[src/rtl/avalon_data_master.sv]
// Bridge from the core's level-held data-memory requests to single Avalon-MM word
// transactions, with one-cycle completion pulse and a hung-slave timeout.
module avalon_data_master #(
    parameter int unsigned TIMEOUT_CYC = 255,
    parameter logic [31:0] ERR_DATA    = 32'hDEADBEEF
) (
    input  logic        CLK,
    input  logic        RST_N,
    input  logic        RRam,
    input  logic        WRam,
    input  logic [31:0] daddr,
    input  logic [31:0] ddata_w,
    output logic [31:0] ddata_r,
    output logic        done_ext,
    output logic        err,
    output logic [31:0] avm_address,
    output logic        avm_read,
    output logic        avm_write,
    output logic [31:0] avm_writedata,
    output logic [3:0]  avm_byteenable,
    input  logic        avm_waitrequest,
    input  logic [31:0] avm_readdata,
    input  logic        avm_readdatavalid
);

    typedef enum logic [2:0] {
        IDLE    = 3'd0,
        RD_REQ  = 3'd1,
        RD_WAIT = 3'd2,
        WR_REQ  = 3'd3,
        DONE    = 3'd4
    } state_e;

    localparam logic [15:0] CNT_LAST = 16'(TIMEOUT_CYC - 1);

    state_e      state_q, state_d;
    logic [15:0] cnt_q, cnt_d;
    logic [31:0] ddata_r_q, ddata_r_d;
    logic [31:0] addr_q, addr_d;
    logic [31:0] wdata_q, wdata_d;
    logic        err_q, err_d;
    logic        timeout;
    logic        unused_addr_lsb;

    assign unused_addr_lsb = ^daddr[1:0];
    assign timeout         = (cnt_q == CNT_LAST);

    always_ff @(posedge CLK or negedge RST_N) begin
        if (!RST_N) begin
            state_q   <= IDLE;
            cnt_q     <= '0;
            ddata_r_q <= '0;
            addr_q    <= '0;
            wdata_q   <= '0;
            err_q     <= 1'b0;
        end else begin
            state_q   <= state_d;
            cnt_q     <= cnt_d;
            ddata_r_q <= ddata_r_d;
            addr_q    <= addr_d;
            wdata_q   <= wdata_d;
            err_q     <= err_d;
        end
    end

    // A genuine completion in the last allowed cycle beats the timeout.
    always_comb begin
        state_d   = state_q;
        cnt_d     = cnt_q;
        ddata_r_d = ddata_r_q;
        addr_d    = addr_q;
        wdata_d   = wdata_q;
        err_d     = err_q;
        unique case (state_q)
            IDLE: begin
                if (RRam) begin
                    addr_d  = {daddr[31:2], 2'b00};
                    cnt_d   = '0;
                    state_d = RD_REQ;
                end else if (WRam) begin
                    addr_d  = {daddr[31:2], 2'b00};
                    wdata_d = ddata_w;
                    cnt_d   = '0;
                    state_d = WR_REQ;
                end
            end
            RD_REQ: begin
                cnt_d = cnt_q + 16'd1;
                if (!avm_waitrequest && avm_readdatavalid) begin
                    ddata_r_d = avm_readdata;
                    state_d   = DONE;
                end else if (timeout) begin
                    ddata_r_d = ERR_DATA;
                    err_d     = 1'b1;
                    state_d   = DONE;
                end else if (!avm_waitrequest) begin
                    state_d = RD_WAIT;
                end
            end
            RD_WAIT: begin
                cnt_d = cnt_q + 16'd1;
                if (avm_readdatavalid) begin
                    ddata_r_d = avm_readdata;
                    state_d   = DONE;
                end else if (timeout) begin
                    ddata_r_d = ERR_DATA;
                    err_d     = 1'b1;
                    state_d   = DONE;
                end
            end
            WR_REQ: begin
                cnt_d = cnt_q + 16'd1;
                if (!avm_waitrequest) begin
                    state_d = DONE;
                end else if (timeout) begin
                    err_d   = 1'b1;
                    state_d = DONE;
                end
            end
            DONE: begin
                state_d = IDLE;
            end
            default: begin
                state_d = IDLE;
            end
        endcase
    end

    assign avm_read       = (state_q == RD_REQ);
    assign avm_write      = (state_q == WR_REQ);
    assign done_ext       = (state_q == DONE);
    assign avm_address    = addr_q;
    assign avm_writedata  = wdata_q;
    assign avm_byteenable = 4'hF;
    assign ddata_r        = ddata_r_q;
    assign err            = err_q;

endmodule

[config.mk]
export PLATFORM = sky130hd
export DESIGN_NAME = avalon_data_master
export DESIGN_NICKNAME = d
export VERILOG_FILES = /design/src/rtl/avalon_data_master.sv
export SDC_FILE = /design/constraint.sdc
export NUM_CORES = 1
export LEC_CHECK = 0
export ABC_AREA = 0
export BUFFER_PORTS_ARGS = -buffer_cell sky130_fd_sc_hd__buf_2
export CAP_MARGIN = 20
export CORE_MARGIN = 2
export CORE_UTILIZATION = 45
export CTS_CLUSTER_SIZE = 25
export DETAILED_ROUTE_END_ITERATION = 8
export PLACE_DENSITY = 0.88
export SYNTH_ARGS = -nofsm -noshare
export SYNTH_HDL_FRONTEND = slang
export SYNTH_SLANG_ARGS = --single-unit
[constraint.sdc]
create_clock -name CLK -period 1.7 [get_ports CLK]
set_input_delay 0.34 -clock CLK [delete_from_list [all_inputs] [get_ports CLK]]
set_output_delay 0.34 -clock CLK [all_outputs]
set_load 0.01 [all_outputs]
==> results_dict.tcl, run 1 <==
set metrics [dict create \
    nNetsFinal 669 \
    cp_slowest_cell "dfrtp_2" \
    min_period_ns 1.692 \
    start_util 0.4602 \
    clockBufferDepth 2 \
    synth_top_area_frac 0.6059 \
    core-area_um2 10230 \
    postSynthAreaPerCell_um2 13.85 \
    cts.root.buffer_cell "clkbuf_8" \
    wl_mm 11.39 \
    diodes 0 \
    rsz0062_at_grt "yes" \
    die_h_um 106.3 \
    crit_buf_inv 2 \
    drc 0 \
    grt_max_degree 65 \
    finClkSkew_ns 0.005704 \
    drive_gt1_frac 0.5934 \
    vias_per_cell 5.175 \
    antenna_found_initial 0 \
    num-fill-cells 782 \
    yosys-top-cells-area "dfrtp_1 61%, mux2_2 14%, o22a_1 4.5%" \
    gr-total-overflow 0 \
    slew_viol_final 0 \
    syn_to_final_growth_pct 42.17 \
    cts_max_level 4 \
    synth_top_family_by_area "multiplexers" \
    crit_path_end_kind "register" \
    setup-violations-final 0 \
    clk_latency_ns 0.50 \
    cts_sinks 114 \
    cpPeakStageDelay_ns 0.45 \
    tritoncts "yes" \
    ys_seq_elements 114 \
    irDropWorstVdd_v 0.0008439 \
    yosysTopAreaCell "dfrtp_1" \
    maxCapViolCount 0 \
    ioPinCount 206 \
    numPortBuffers 197 \
    hold_viol_final 0 \
    post_synth_and_or_nand_nor_area_fraction 0.07149 \
    synth-adder-area-share 0.005315 \
    syn_inst 340 \
    crit_chain "buf_4 -> nor3b_4 -> o21ai_2 -> or2_4 -> clkbuf_16 -> o22a_1" \
    place_congestion 0.8478 \
    p_per_area_nw_per_um2 1960 \
    grtUsageTotal 0.2016 \
    ant_nets 0 \
    synth_compound_area_frac 0.1159 \
    place_hpwl_mm 7.932 \
    synth.cell_area_um2 4708 \
    cp-start-kind "register" \
    synth-xor-area-share 0.003720 \
    outcome "finished clean" \
    grt_pass1_wl_mm 17.53 \
    path_class "register to register" \
    min_period_over_period 0.9951 \
    die_area_um2 11300 \
    hold_class "input port to register" \
    fin_tns_setup_ns 0 \
    clk_pin_slew_ns 0.06 \
    timing.hold.ws_ns 0.05765 \
    cp.required_ns 2.08 \
    seq_area_frac_synth 0.6059 \
    cts_made_buffers 17 \
    yosys_warnings 0 \
    die-width_um 106.3 \
    muxShareOfSynthArea 0.1568 \
    drt_pre_antenna_iters 4 \
    critPathMaxFanout 12 \
    post_drt_wl_per_cell_um 15.95 \
    leakage_uw 0.003224 \
    initialDrtViolationCount 251 \
    max_freq_ghz 0.5911 \
    ys_types 50 \
    arrival_ns 2.08 \
    dr_total_vias 3695 \
    rows 37 \
    crit_family "simple AND/OR/NAND/NOR gates" \
    grt_pass1_vias 3663 \
]
## synthesized netlist by cell type (all sizes together)
library cell and n:
a211o 1, a21o 2, a21oi 6, a22o 8
a31o 1, a31oi 1, and2 2, and3 3
and4 2, and4b 1, buf 20, clkbuf 4
conb 2, dfrtp 114, ha 2, inv 5
mux2 62, mux2i 4, nand2 14, nand3 10
nand4 6, nor2 3, nor3 5, nor3b 3
nor4 2, nor4b 1, o211a 1, o211ai 4
o21ai 14, o21ba 1, o21bai 1, o22a 24
o31ai 5, o41ai 1, or2 1, or3 1
or4 1, xnor2 1, xor2 1
## placed cells by master (no fill, tap or decap), types with 2 or more instances in the layout
cell type	n
mux2i_1	4
buf_6	4
ha_1	2
buf_12	7
dfrtp_2	4
inv_6	3
nor3_2	3
dfrtp_1	110
clkinv_4	3
mux2_2	58
buf_4	18
mux2_1	4
nand4_1	4
o31ai_1	5
nand4_2	2
nor3_1	2
nand3_1	10
buf_2	195
bufinv_16	2
nand2_1	13
clkbuf_16	17
and2_1	2
a22o_1	8
clkinvlp_4	5
conb_1	6
o22a_1	24
inv_1	4
o211ai_1	4
a21oi_1	5
nor2_1	2
o21ai_0	12
## where the power goes
part	switching [µW]	internal, µW
logic	2500	2700
clock network	1280	2100
registers	628	3910
total	4410	8710
## routing by layer
metal	wire length [µm]	track usage
met1	4490	0.2284
met2	5979	0.3585
met3	769	0.06622
met4	146	0.06485
met5	0	0
## registers in the layout, indices dropped and copies added (netlist names)
name / count
cnt_q: 16
state_q: 3
err: 1
avm_address: 30
ddata_r: 32
avm_writedata: 32
## logic make-up after synthesis
group,count (synthesis)
simple gates,55
compound gates,70
flops,114
buf+inv,29
other cells,2
xor+xnor,2
fa+ha+maj,2
mux,66
## final cells by class
type,instances,area [µm²],area share
Sequential cell,114,2858,0.4269
Clock buffer,18,417.9,0.06243
Timing Repair Buffer,226,1331,0.1989
Tap cell,136,170.2,0.02542
Clock inverter,14,155.1,0.02318
Inverter,5,21.27,0.003178
Multi-Input combinational cell,201,1740,0.2600
## final timing paths
| kind | startpoint | end | slack (ns) | depth (start not counted) |
|---|---|---|---|---|
| hold / removal | ddata_w[31] | avm_writedata[31] | 0.06 | 2 |
| max in group asynchronous | RST_N | ddata_r[17] | 1.02 | 3 |
| min in group asynchronous | RST_N | ddata_r[23] | 0.38 | 3 |
| setup / recovery | state_q[2] | ddata_r[25] | 0.008 | 6 |
| hold reg to reg | err | err | 0.46 | 2 |
| setup reg to reg | state_q[2] | ddata_r[25] | 0.008 | 6 |
## per-stage QoR
| step | instance area [µm²] | setup WS (ns) | utilization | total power (µW) | std cells |
|---|---|---|---|---|---|
| 2_1_floorplan | 4723 | 0.1497 | - | 7355 | 344 |
| 3_3_place_gp | 5942 | 0.05139 | 0.5808 | 9110 | 670 |
| 3_5_place_dp | 5942 | -0.03707 | 0.5808 | 9403 | 670 |
| 4_1_cts | 6611 | -0.009815 | 0.6462 | 13050 | 711 |
| 5_1_grt | 6694 | -0.03681 | 0.6543 | 13860 | 714 |
| 6_report | 6694 | 0.008310 | 0.6543 | 13120 | 714 |
## repair_timing
action	CTS	global route
cloned	0	1
pin swaps	0	4
endpoints found under the hold margin	114	0
resized for setup	10	12
buffers inserted	8	2
setup endpoints to repair	11	63
hold buffers	1	0
No activity file was read; power rests on OpenSTA's default activity.
==> inputs of run 2 (changes only) <==
--- a/config.mk
+++ b/config.mk
@@ -13,6 +13,7 @@
 export CTS_CLUSTER_SIZE = 25
 export DETAILED_ROUTE_END_ITERATION = 8
 export PLACE_DENSITY = 0.88
+export RECOVER_POWER = 25
 export SYNTH_ARGS = -nofsm -noshare
 export SYNTH_HDL_FRONTEND = slang
 export SYNTH_SLANG_ARGS = --single-unit
==> run 2 against run 1 <==
- final cell count did not move
- sequential share of layout area is 0.18 points higher
- total power fell by 0.11%
- worst setup slack gained 0.0022 ns
- critical path type unchanged
- largest cell class unchanged
- highest routed layer unchanged
==> results_dict.tcl, run 2 (synthesized netlist as in run 1, its figures left out) <==
set metrics [dict create \
    outcome "finished clean" \
    final_core_util 0.6516 \
    crit_family "simple AND/OR/NAND/NOR gates" \
    path_class "register to register" \
    cts_made_buffers 17 \
    finClkSkew_ns 0.007107 \
    hold_viol_final 0 \
    worst_pin_slew_ns 1.087 \
    initialDrtViolationCount 211 \
    die_h_um 106.3 \
    cpPeakStageDelay_ns 0.45 \
    ant_nets 0 \
    cts.root.buffer_cell "clkbuf_8" \
    cts_sinks 114 \
    setup-violations-final 0 \
    crit_buf_inv 2 \
    cp_slowest_cell "dfrtp_2" \
    die-width_um 106.3 \
    syn_to_final_growth_pct 41.59 \
    clk_pin_slew_ns 0.06 \
    clkPwrFrac 0.258 \
    place_hpwl_mm 7.932 \
    vias_per_cell 5.148 \
    tritoncts "yes" \
    cts_max_level 4 \
    start_util 0.4602 \
    irDropWorstVdd_v 0.0008446 \
    slew_headroom 0.2756 \
    numPortBuffers 197 \
    grt_max_degree 65 \
    whs_path_depth 2 \
    wl_mm 11.36 \
    whs_endpoint "avm_writedata[31]" \
    cp-start-kind "register" \
    place_congestion 0.8478 \
    num-fill-cells 785 \
    p_int_uw 8700 \
    crit_path_end_kind "register" \
    min_period_over_period 0.9938 \
    dr_total_vias 3676 \
    core-area_um2 10230 \
    reg2reg_from "state_q[2]" \
    grt_pass1_wl_mm 17.53 \
    diodes 0 \
    comb_power_share 0.396 \
    arrival_ns 2.08 \
    drt_pre_antenna_iters 5 \
    switchingPower_uw 4403 \
    max_freq_ghz 0.5919 \
    hold_class "input port to register" \
    rows 37 \
    multi_input_comb_area_um2 1740 \
    min-delay-start "ddata_w[31]" \
    drc 0 \
    gr-total-overflow 0 \
    layout_common_cells "196 x buf_2, 110 x dfrtp_1, 58 x mux2_2" \
    rrSetupSlack_ns 0.01 \
    p_total_uw 13100 \
    clk_latency_ns 0.50 \
    rsz0062_at_grt "yes" \
    ioPinCount 206 \
    regArea_um2 2858 \
    timing.hold.ws_ns 0.05764 \
    drive_gt1_frac 0.5934 \
    layout_commonest_cell "buf_2" \
    grt_pass1_vias 3663 \
    antenna_found_initial 0 \
    sw_frac_of_total 0.3361 \
    p_seq_frac 0.346 \
    slew_viol_final 0 \
    r2r_cells 6 \
    critPathMaxFanout 12 \
    die_area_um2 11300 \
    r2r-end "ddata_r[25]" \
    crit_chain "buf_4 -> nor3b_4 -> o21ai_2 -> or2_4 -> clkbuf_16 -> o22a_1" \
    grtUsageTotal 0.2016 \
    cp.required_ns 2.09 \
    clockBufferDepth 2 \
    leakage_uw 0.003214 \
    post_drt_wl_per_cell_um 15.90 \
    maxCapViolCount 0 \
    nNetsFinal 669 \
    min_period_ns 1.689 \
    p_per_area_nw_per_um2 1966 \
]
-- run 2: metrics by stage --
step / setup TNS, ns / instance area (µm²) / std cells / worst slack [ns]
floorplan: 0 / 4723 / 344 / 0.1497
global placement: 0 / 5942 / 670 / 0.05139
detailed placement: -0.1638 / 5942 / 670 / -0.03707
CTS: -0.01576 / 6611 / 711 / -0.009815
global route: -0.7136 / 6666 / 714 / -0.03681
finish: 0 / 6666 / 714 / 0.01052
-- run 2: worst max-delay path by stage --
stage                    start     endpoint  slack, ns  cells after the start
finish              state_q[2]  ddata_r[25]       0.01                      6
global route        state_q[2]   ddata_r[2]      -0.04                      6
CTS                 state_q[1]     avm_read      -0.01                      3
detailed placement  state_q[0]  ddata_r[20]      -0.04                      4
global placement    state_q[0]  ddata_r[17]       0.05                      4
floorplan           state_q[0]  ddata_r[10]       0.15                      7
-- run 2: repair_timing --
item / CTS / global route
hold endpoints to repair: 114 / 0
resized for setup: 10 / 12
endpoints found under the setup margin: 11 / 63
pin swaps: 0 / 4
hold buffers: 1 / 0
setup buffers: 8 / 2
cloned: 0 / 1
-- run 2: area by class of cell --
cell class,instances,area share
clock buffers,18,0.06269
repair buffers,226,0.1956
flip-flops and latches,114,0.4287
clock inverters,14,0.02327
well taps,136,0.02553
inverters,5,0.003191
multi-input cells,201,0.2611
-- run 2: layer usage --
layer | share of wire | global-route usage | vias to the layer above
met4 | 0.0085 | 0.06485 | 0
li1 | - | - | 1700
met2 | 0.53 | 0.3585 | 160
met5 | 0 | 0 | -
met1 | 0.39 | 0.2284 | 1807
met3 | 0.066 | 0.06622 | 9
-- run 2: power by group through the flow --
stage	Clock [µW]	Combinational [µW]	Sequential, µW
after floorplan	0	2310	5050
final	3380	5180	4540
after global placement	0	4620	4490
after CTS	3460	5060	4530
after detailed placement	0	4820	4580
after global routing	3610	5570	4680
